===== config.mk =====
export PLATFORM = sky130hd
export DESIGN_NAME = uart_cmd_decoder
export DESIGN_NICKNAME = d
export VERILOG_FILES = /design/src/rtl/glitcher_pkg.sv /design/src/rtl/uart_cmd_decoder.sv
export SDC_FILE = /design/constraint.sdc
export NUM_CORES = 1
export LEC_CHECK = 0
export CAP_MARGIN = 0
export CORE_ASPECT_RATIO = 0.8
export CORE_MARGIN = 3
export CORE_UTILIZATION = 30
export DETAILED_ROUTE_END_ITERATION = 8
export REMOVE_ABC_BUFFERS = 1
export SLEW_MARGIN = 20
export SYNTH_ARGS = -nofsm -noshare
export SYNTH_HDL_FRONTEND = slang
export SYNTH_SLANG_ARGS = --single-unit

===== constraint.sdc =====
create_clock -name clk -period 2.2 [get_ports clk]
set_input_delay 0.22 -clock clk [delete_from_list [all_inputs] [get_ports clk]]
set_output_delay 0.22 -clock clk [all_outputs]
set_load 0.005 [all_outputs]

===== src/rtl/glitcher_pkg.sv =====
// glitcher_pkg: shared opcode/response byte constants and decoder state type
package glitcher_pkg;
  localparam logic [7:0] OP_DELAY  = 8'h64;
  localparam logic [7:0] OP_WIDTH  = 8'h77;
  localparam logic [7:0] OP_ARM    = 8'h61;
  localparam logic [7:0] OP_GLITCH = 8'h67;
  localparam logic [7:0] OP_STATUS = 8'h73;
  localparam logic [7:0] RSP_OK    = 8'h6B;
  localparam logic [7:0] RSP_ERR   = 8'h3F;
  typedef enum logic [1:0] {IDLE, ARG_HI, ARG_LO, RESP} state_e;
endpackage


===== src/rtl/uart_cmd_decoder.sv =====
// uart_cmd_decoder: decodes UART command bytes into glitch registers, pulses and one response byte
//   rx_data_i/rx_valid_i: incoming bytes; status_i: status byte for 's'
//   delay_o/width_o: 16-bit registers; arm_o/trigger_o: one-cycle pulses
//   tx_data_o/tx_valid_o/tx_ready_i: response handshake
module uart_cmd_decoder
  import glitcher_pkg::*;
#(
  parameter int TIMEOUT_CLKS      = 500000,
  parameter int TIMEOUT_CNT_WIDTH = $clog2(TIMEOUT_CLKS + 1)
) (
  input  logic        clk,
  input  logic        rst,
  input  logic [7:0]  rx_data_i,
  input  logic        rx_valid_i,
  input  logic [7:0]  status_i,
  output logic [15:0] delay_o,
  output logic [15:0] width_o,
  output logic        arm_o,
  output logic        trigger_o,
  output logic [7:0]  tx_data_o,
  output logic        tx_valid_o,
  input  logic        tx_ready_i
);
  state_e                       state_q, state_d;
  logic                         is_delay_q, is_delay_d;
  logic [7:0]                   msb_q, msb_d, tx_data_q, tx_data_d;
  logic [15:0]                  delay_q, delay_d, width_q, width_d;
  logic                         arm_q, arm_d, trig_q, trig_d;
  logic [TIMEOUT_CNT_WIDTH-1:0] cnt_q, cnt_d;
  logic                         in_arg, expired;
  assign in_arg  = state_q == ARG_HI || state_q == ARG_LO;
  // a byte in the expiry cycle wins because rx_valid_i is tested first below
  assign expired = cnt_q == TIMEOUT_CNT_WIDTH'(TIMEOUT_CLKS);
  always_comb begin
    state_d    = state_q;
    is_delay_d = is_delay_q;
    msb_d      = msb_q;
    tx_data_d  = tx_data_q;
    delay_d    = delay_q;
    width_d    = width_q;
    arm_d      = 1'b0;
    trig_d     = 1'b0;
    cnt_d      = in_arg && !rx_valid_i ? cnt_q + 1'b1 : '0;
    case (state_q)
      IDLE: if (rx_valid_i) begin
        is_delay_d = rx_data_i == OP_DELAY;
        if (rx_data_i == OP_DELAY || rx_data_i == OP_WIDTH) state_d = ARG_HI;
        else begin
          state_d   = RESP;
          arm_d     = rx_data_i == OP_ARM;
          trig_d    = rx_data_i == OP_GLITCH;
          tx_data_d = rx_data_i == OP_STATUS ? status_i :
                      (rx_data_i == OP_ARM || rx_data_i == OP_GLITCH) ? RSP_OK : RSP_ERR;
        end
      end
      ARG_HI: if (rx_valid_i) begin
        msb_d   = rx_data_i;
        state_d = ARG_LO;
      end else if (expired) state_d = IDLE;
      ARG_LO: if (rx_valid_i) begin
        delay_d   = is_delay_q ? {msb_q, rx_data_i} : delay_q;
        width_d   = is_delay_q ? width_q : {msb_q, rx_data_i};
        tx_data_d = RSP_OK;
        state_d   = RESP;
      end else if (expired) state_d = IDLE;
      default: state_d = tx_ready_i ? IDLE : RESP;
    endcase
  end
  always_ff @(posedge clk) begin
    if (rst) begin
      state_q    <= IDLE;
      is_delay_q <= 1'b0;
      msb_q      <= '0;
      tx_data_q  <= '0;
      delay_q    <= '0;
      width_q    <= '0;
      arm_q      <= 1'b0;
      trig_q     <= 1'b0;
      cnt_q      <= '0;
    end else begin
      state_q    <= state_d;
      is_delay_q <= is_delay_d;
      msb_q      <= msb_d;
      tx_data_q  <= tx_data_d;
      delay_q    <= delay_d;
      width_q    <= width_d;
      arm_q      <= arm_d;
      trig_q     <= trig_d;
      cnt_q      <= cnt_d;
    end
  end
  assign delay_o    = delay_q;
  assign width_o    = width_q;
  assign arm_o      = arm_q;
  assign trigger_o  = trig_q;
  assign tx_data_o  = tx_data_q;
  assign tx_valid_o = state_q == RESP;
endmodule


-- Yosys cells after proc, flatten, opt, wreduce, memory -nomap -nowiden
Index checks and enable logic that the tools add are counted.
- multiplexer cells: 13
- add/subtract/negate cells: 1
- reduce and logical (&&, ||, !) cells: 14
- bitwise gates (word level): 4
- eq/ne operators: 12
- operators with widths (cell ; number):
    == test 8 x 7 -> 1 bit (second input constant) ; 5
    two-way mux 8 bit ; 4
    adder 19 x 1 -> 19 bit (second input constant) ; 1
    == test 19 bit (second input constant) ; 1
    one-hot mux 8 bit (2 select lines) ; 1
    two-way mux 2 bit ; 6
    two-way mux 7 bit ; 1
    != test 2 bit (second input constant) ; 3
    one-hot mux 2 bit (3 select lines) ; 1
    AND reduction 3 bit ; 2
    == test 2 bit (second input constant) ; 2
    inverter 1 bit ; 4
    AND reduction 2 bit ; 2
    AND reduction 4 bit ; 1
    OR reduction 4 bit ; 1
    logical OR 1 bit ; 3
    == test 2 x 1 -> 1 bit (second input constant) ; 1
    logical NOT 2 bit ; 1
    nonzero test 2 bit ; 1
    OR reduction 2 bit ; 1
    logical AND 1 bit ; 1
    logical NOT 1 bit ; 1
- register bits: 72
- word-level logic and storage cells: 53
- output and inout port bits: 43

-- Longest topological paths before layout
- word-level depth: 7
- depth in mapped cells: 9
- gate-level depth less buffers: 7

-- Least setup slack after synthesis
No wires, ideal clock.
- kind: reg2reg
- start: register state_q[0]
- end: register width_q[15] (netlist: width_o[15])
- path buffers: 3
- path slack: 0.625 ns
- setup time: 0.132 ns
- arrival time: 1.443 ns
- required time: 2.068 ns
- stages on the path, launching flop included: 10
- period minus slack after synthesis: 1.575 ns
- cells stage by stage: dfxtp_1 -> inv_1 -> ha_1 -> buf_2 -> nand2_1 -> or2_2 -> clkbuf_1 -> buf_2 -> nand2_1 -> a21oi_1
- cells in the longest elaborated chain, start to end: 2
- RTL lines (what ; line ; RTL):
    start, declared ; uart_cmd_decoder.sv:24 ; state_e state_q, state_d;
    start signal, assigned ; uart_cmd_decoder.sv:81 ; state_q <= state_d;
    == test 2 bit ; uart_cmd_decoder.sv:44 ; case (state_q)
    AND reduction 3 bit (no source line) ; n/a ;
    end signal, assigned ; uart_cmd_decoder.sv:86 ; width_q <= width_d;
    end, declared ; uart_cmd_decoder.sv:27 ; logic [15:0] delay_q, delay_d, width_q, width_d;
No other way between the ends.
A chain may end at the register's enable or synchronous reset.

-- Final worst setup path
- start: register state_q[1]
- end: output tx_valid_o
- cells in the longest elaborated chain, start to end: 1
- RTL lines (what ; line ; RTL):
    == test 2 bit ; uart_cmd_decoder.sv:97 ; assign tx_valid_o = state_q == RESP;
    end, declared ; uart_cmd_decoder.sv:21 ; output logic tx_valid_o,
No other way between the ends.

==> summary.txt <==
register area share after synthesis: 48.0%
RePlAce Congestion: 0.746
# diodes: 0
type of origin of the critical path: flop
hold_buf cts: 0
number of nets in the layout: 446
Synth area leaders: dfxtp_1 48%, nand2_1 10%, a21oi_1 8.3%
asr flop ratio synth: 0%
vias in the first global route: 2289
Clock Tree Root: clkbuf_16
Hold Crit Start: rst
router iterations before antenna repair: 4
crit path time final: 1.76 ns
clock sinks: 72
kind of critical path: flop to output pin
GRT Util Overall: 12.7%
Leak: 1.39 nW
most frequent cells after synthesis: 82 x nand2_1, 72 x dfxtp_1, 50 x a21oi_1
IO buf count: 62
Post-CTS Resized: 0
std cell rows: 31
RSZ-0062 raised after global routing: false
depth of the CTS H-tree: 3
Worst-Margin Slew: 0.410 ns
via count: 2604
r2r endpoint: state_q[0]
number of synthesized flops with an enable pin: 0
RR Startpoint: cnt_q[0]
Layout area overhead: 36.6%
most used standard cell by instance count after synthesis: nand2_1
Crit Path Max Fanout: 5
final core occ: 43.7%
Power, Total: 3.92 mW
clock slew seen by the registers of the worst setup and hold paths: 0.06 ns
Worst Path Required: 1.98 ns
hold_ws: 0.271 ns
# Post-CTS Setup Buffers: 0
arrival time at the worst endpoint: 1.54 ns
cell area power density: 956 nW/um^2
Most used DFF post-synth: dfxtp_1
pin count of the biggest net entering global routing: 24
DRC: 0
post-synth top area cell: dfxtp_1
Tcrit/Tclk final: 79.9%
fraction of layout cells with a size suffix above 1: 9.65%
setup TNS: 0 ns
Die W: 118 um
synthesized instance count: 360
CTS tree: built
Synth Warn #: 0
Synth top area share: 48.0%
peak supply drop: 0.460 mV
Die ar.: 11200 um^2
CP Capture Type: output pin
total gr overflow: 0
remaining antenna violation count after routing: 0
Initial Util: 32.0%
1st-iter DRT viols: 150
fin. max-slew vios: 0
Relative slew margins: 72.6%
DIE HEIGHT: 95.5 um
initial antenna violation count: 0
Crit. Startpoint: state_q[1]
TritonCTS buffer count: 9
Setup Skew: 0.00730 ns
FF+latch count, synth: 72
status: finished, final reports clean
WL/cell: 12.7 um
Worst R2R Setup Slack: 0.48 ns
post-synth cell types: 42
first-pass GRT wire length: 11.6 mm
Worst-Skew Late Latency: 0.33 ns
Cell Area, Synth: 3000 um^2
Post-Route WL: 7.09 mm
HPWL after DPL: 5.13 mm
via/cell ratio: 4.68
CP endpoint: tx_valid_o
Hold Crit Class: input pin to flop
max cap viols: 0
I/O pin cnt: 63
Peak Freq: 569 MHz
Avg Inst Size Synth: 8.34 um^2
clock buffer depth: 2
Fin. Hold Viols: 0
Core Region: 9390 um^2
FF-to-FF path depth: 7
Final setup viols: 0
[power by group]
group          leakage [nW]  switching, mW  total, mW  internal [mW]
registers             0.583         0.0767       1.48           1.41
logic                 0.638          0.401      0.739          0.338
clock network         0.169          0.550       1.69           1.14
total                  1.39           1.03       3.92           2.89
[sequential cells by signal (all words and copies together), names as in the netlist]
register,flops
cnt_q,19
is_delay_q,1
arm_o,1
state_q,2
delay_o,16
width_o,16
msb_q,8
tx_data_o,8
trigger_o,1
[cells by family after synthesis]
group           count (synthesis)  synth area share, %
simple gates                  167                 26.3
compound gates                 72                 14.8
flops                          72                 48.0
buf+inv                        29                 4.25
xor+xnor                       13                 3.79
fa+ha+maj                       6                 2.50
mux                             1                0.333
[layout make-up]
class / instances / area, um^2
clock buffers: 10 / 239
repair buffers: 70 / 676
clock inverters: 6 / 115
fillers: 952 / 5290
inverters: 8 / 30.0
well taps: 132 / 165
multi-input cells: 259 / 1430
flip-flops and latches: 72 / 1440
[metal layers]
| layer | GRT usage (%) | vias to the layer above | wire [um] |
|---|---|---|---|
| met5 | 0 | - | 0 |
| met4 | 3.51 | 0 | 104 |
| met3 | 4.45 | 9 | 366 |
| met2 | 18.0 | 61 | 2850 |
| met1 | 18.2 | 1192 | 3770 |
| li1 | - | 1342 | - |
[worst min path at each step]
stage | slack [ns] | to | depth (start not counted)
finish | 0.27 | tx_data_o[7] | 2
global route | 0.28 | width_o[1] | 2
CTS | 0.26 | tx_data_o[7] | 2
detailed placement | 0.45 | width_o[2] | 2
global placement | 0.44 | width_o[2] | 2
floorplan | 0.28 | tx_data_o[0] | 1
[critical path: stages, from the launching register on]
cell and delay, ns:
dfxtp_1 0.41, ha_1 0.25, clkdlybuf4s50_1 0.55
[stage by stage]
step / setup slack [ns] / area [um^2] / cells
after CTS: 0.436 / 4100 / 557
final: 0.442 / 4100 / 557
after global routing: 0.324 / 4100 / 557
after floorplan: 0.639 / 2900 / 339
after global placement: 0.264 / 3740 / 541
after detailed placement: 0.227 / 3740 / 541
[cell usage in the layout, fill, tap and decap left out, drive strengths merged, types with 8 or more instances in the layout]
cell type	n
a21oi	50
and3	8
buf	9
clkbuf	10
clkdlybuf4s50	61
dfxtp	72
inv	9
nand2	82
nand3	20
nor2	29
xor2	8
Note: power is estimated with default switching activity, not from simulation.
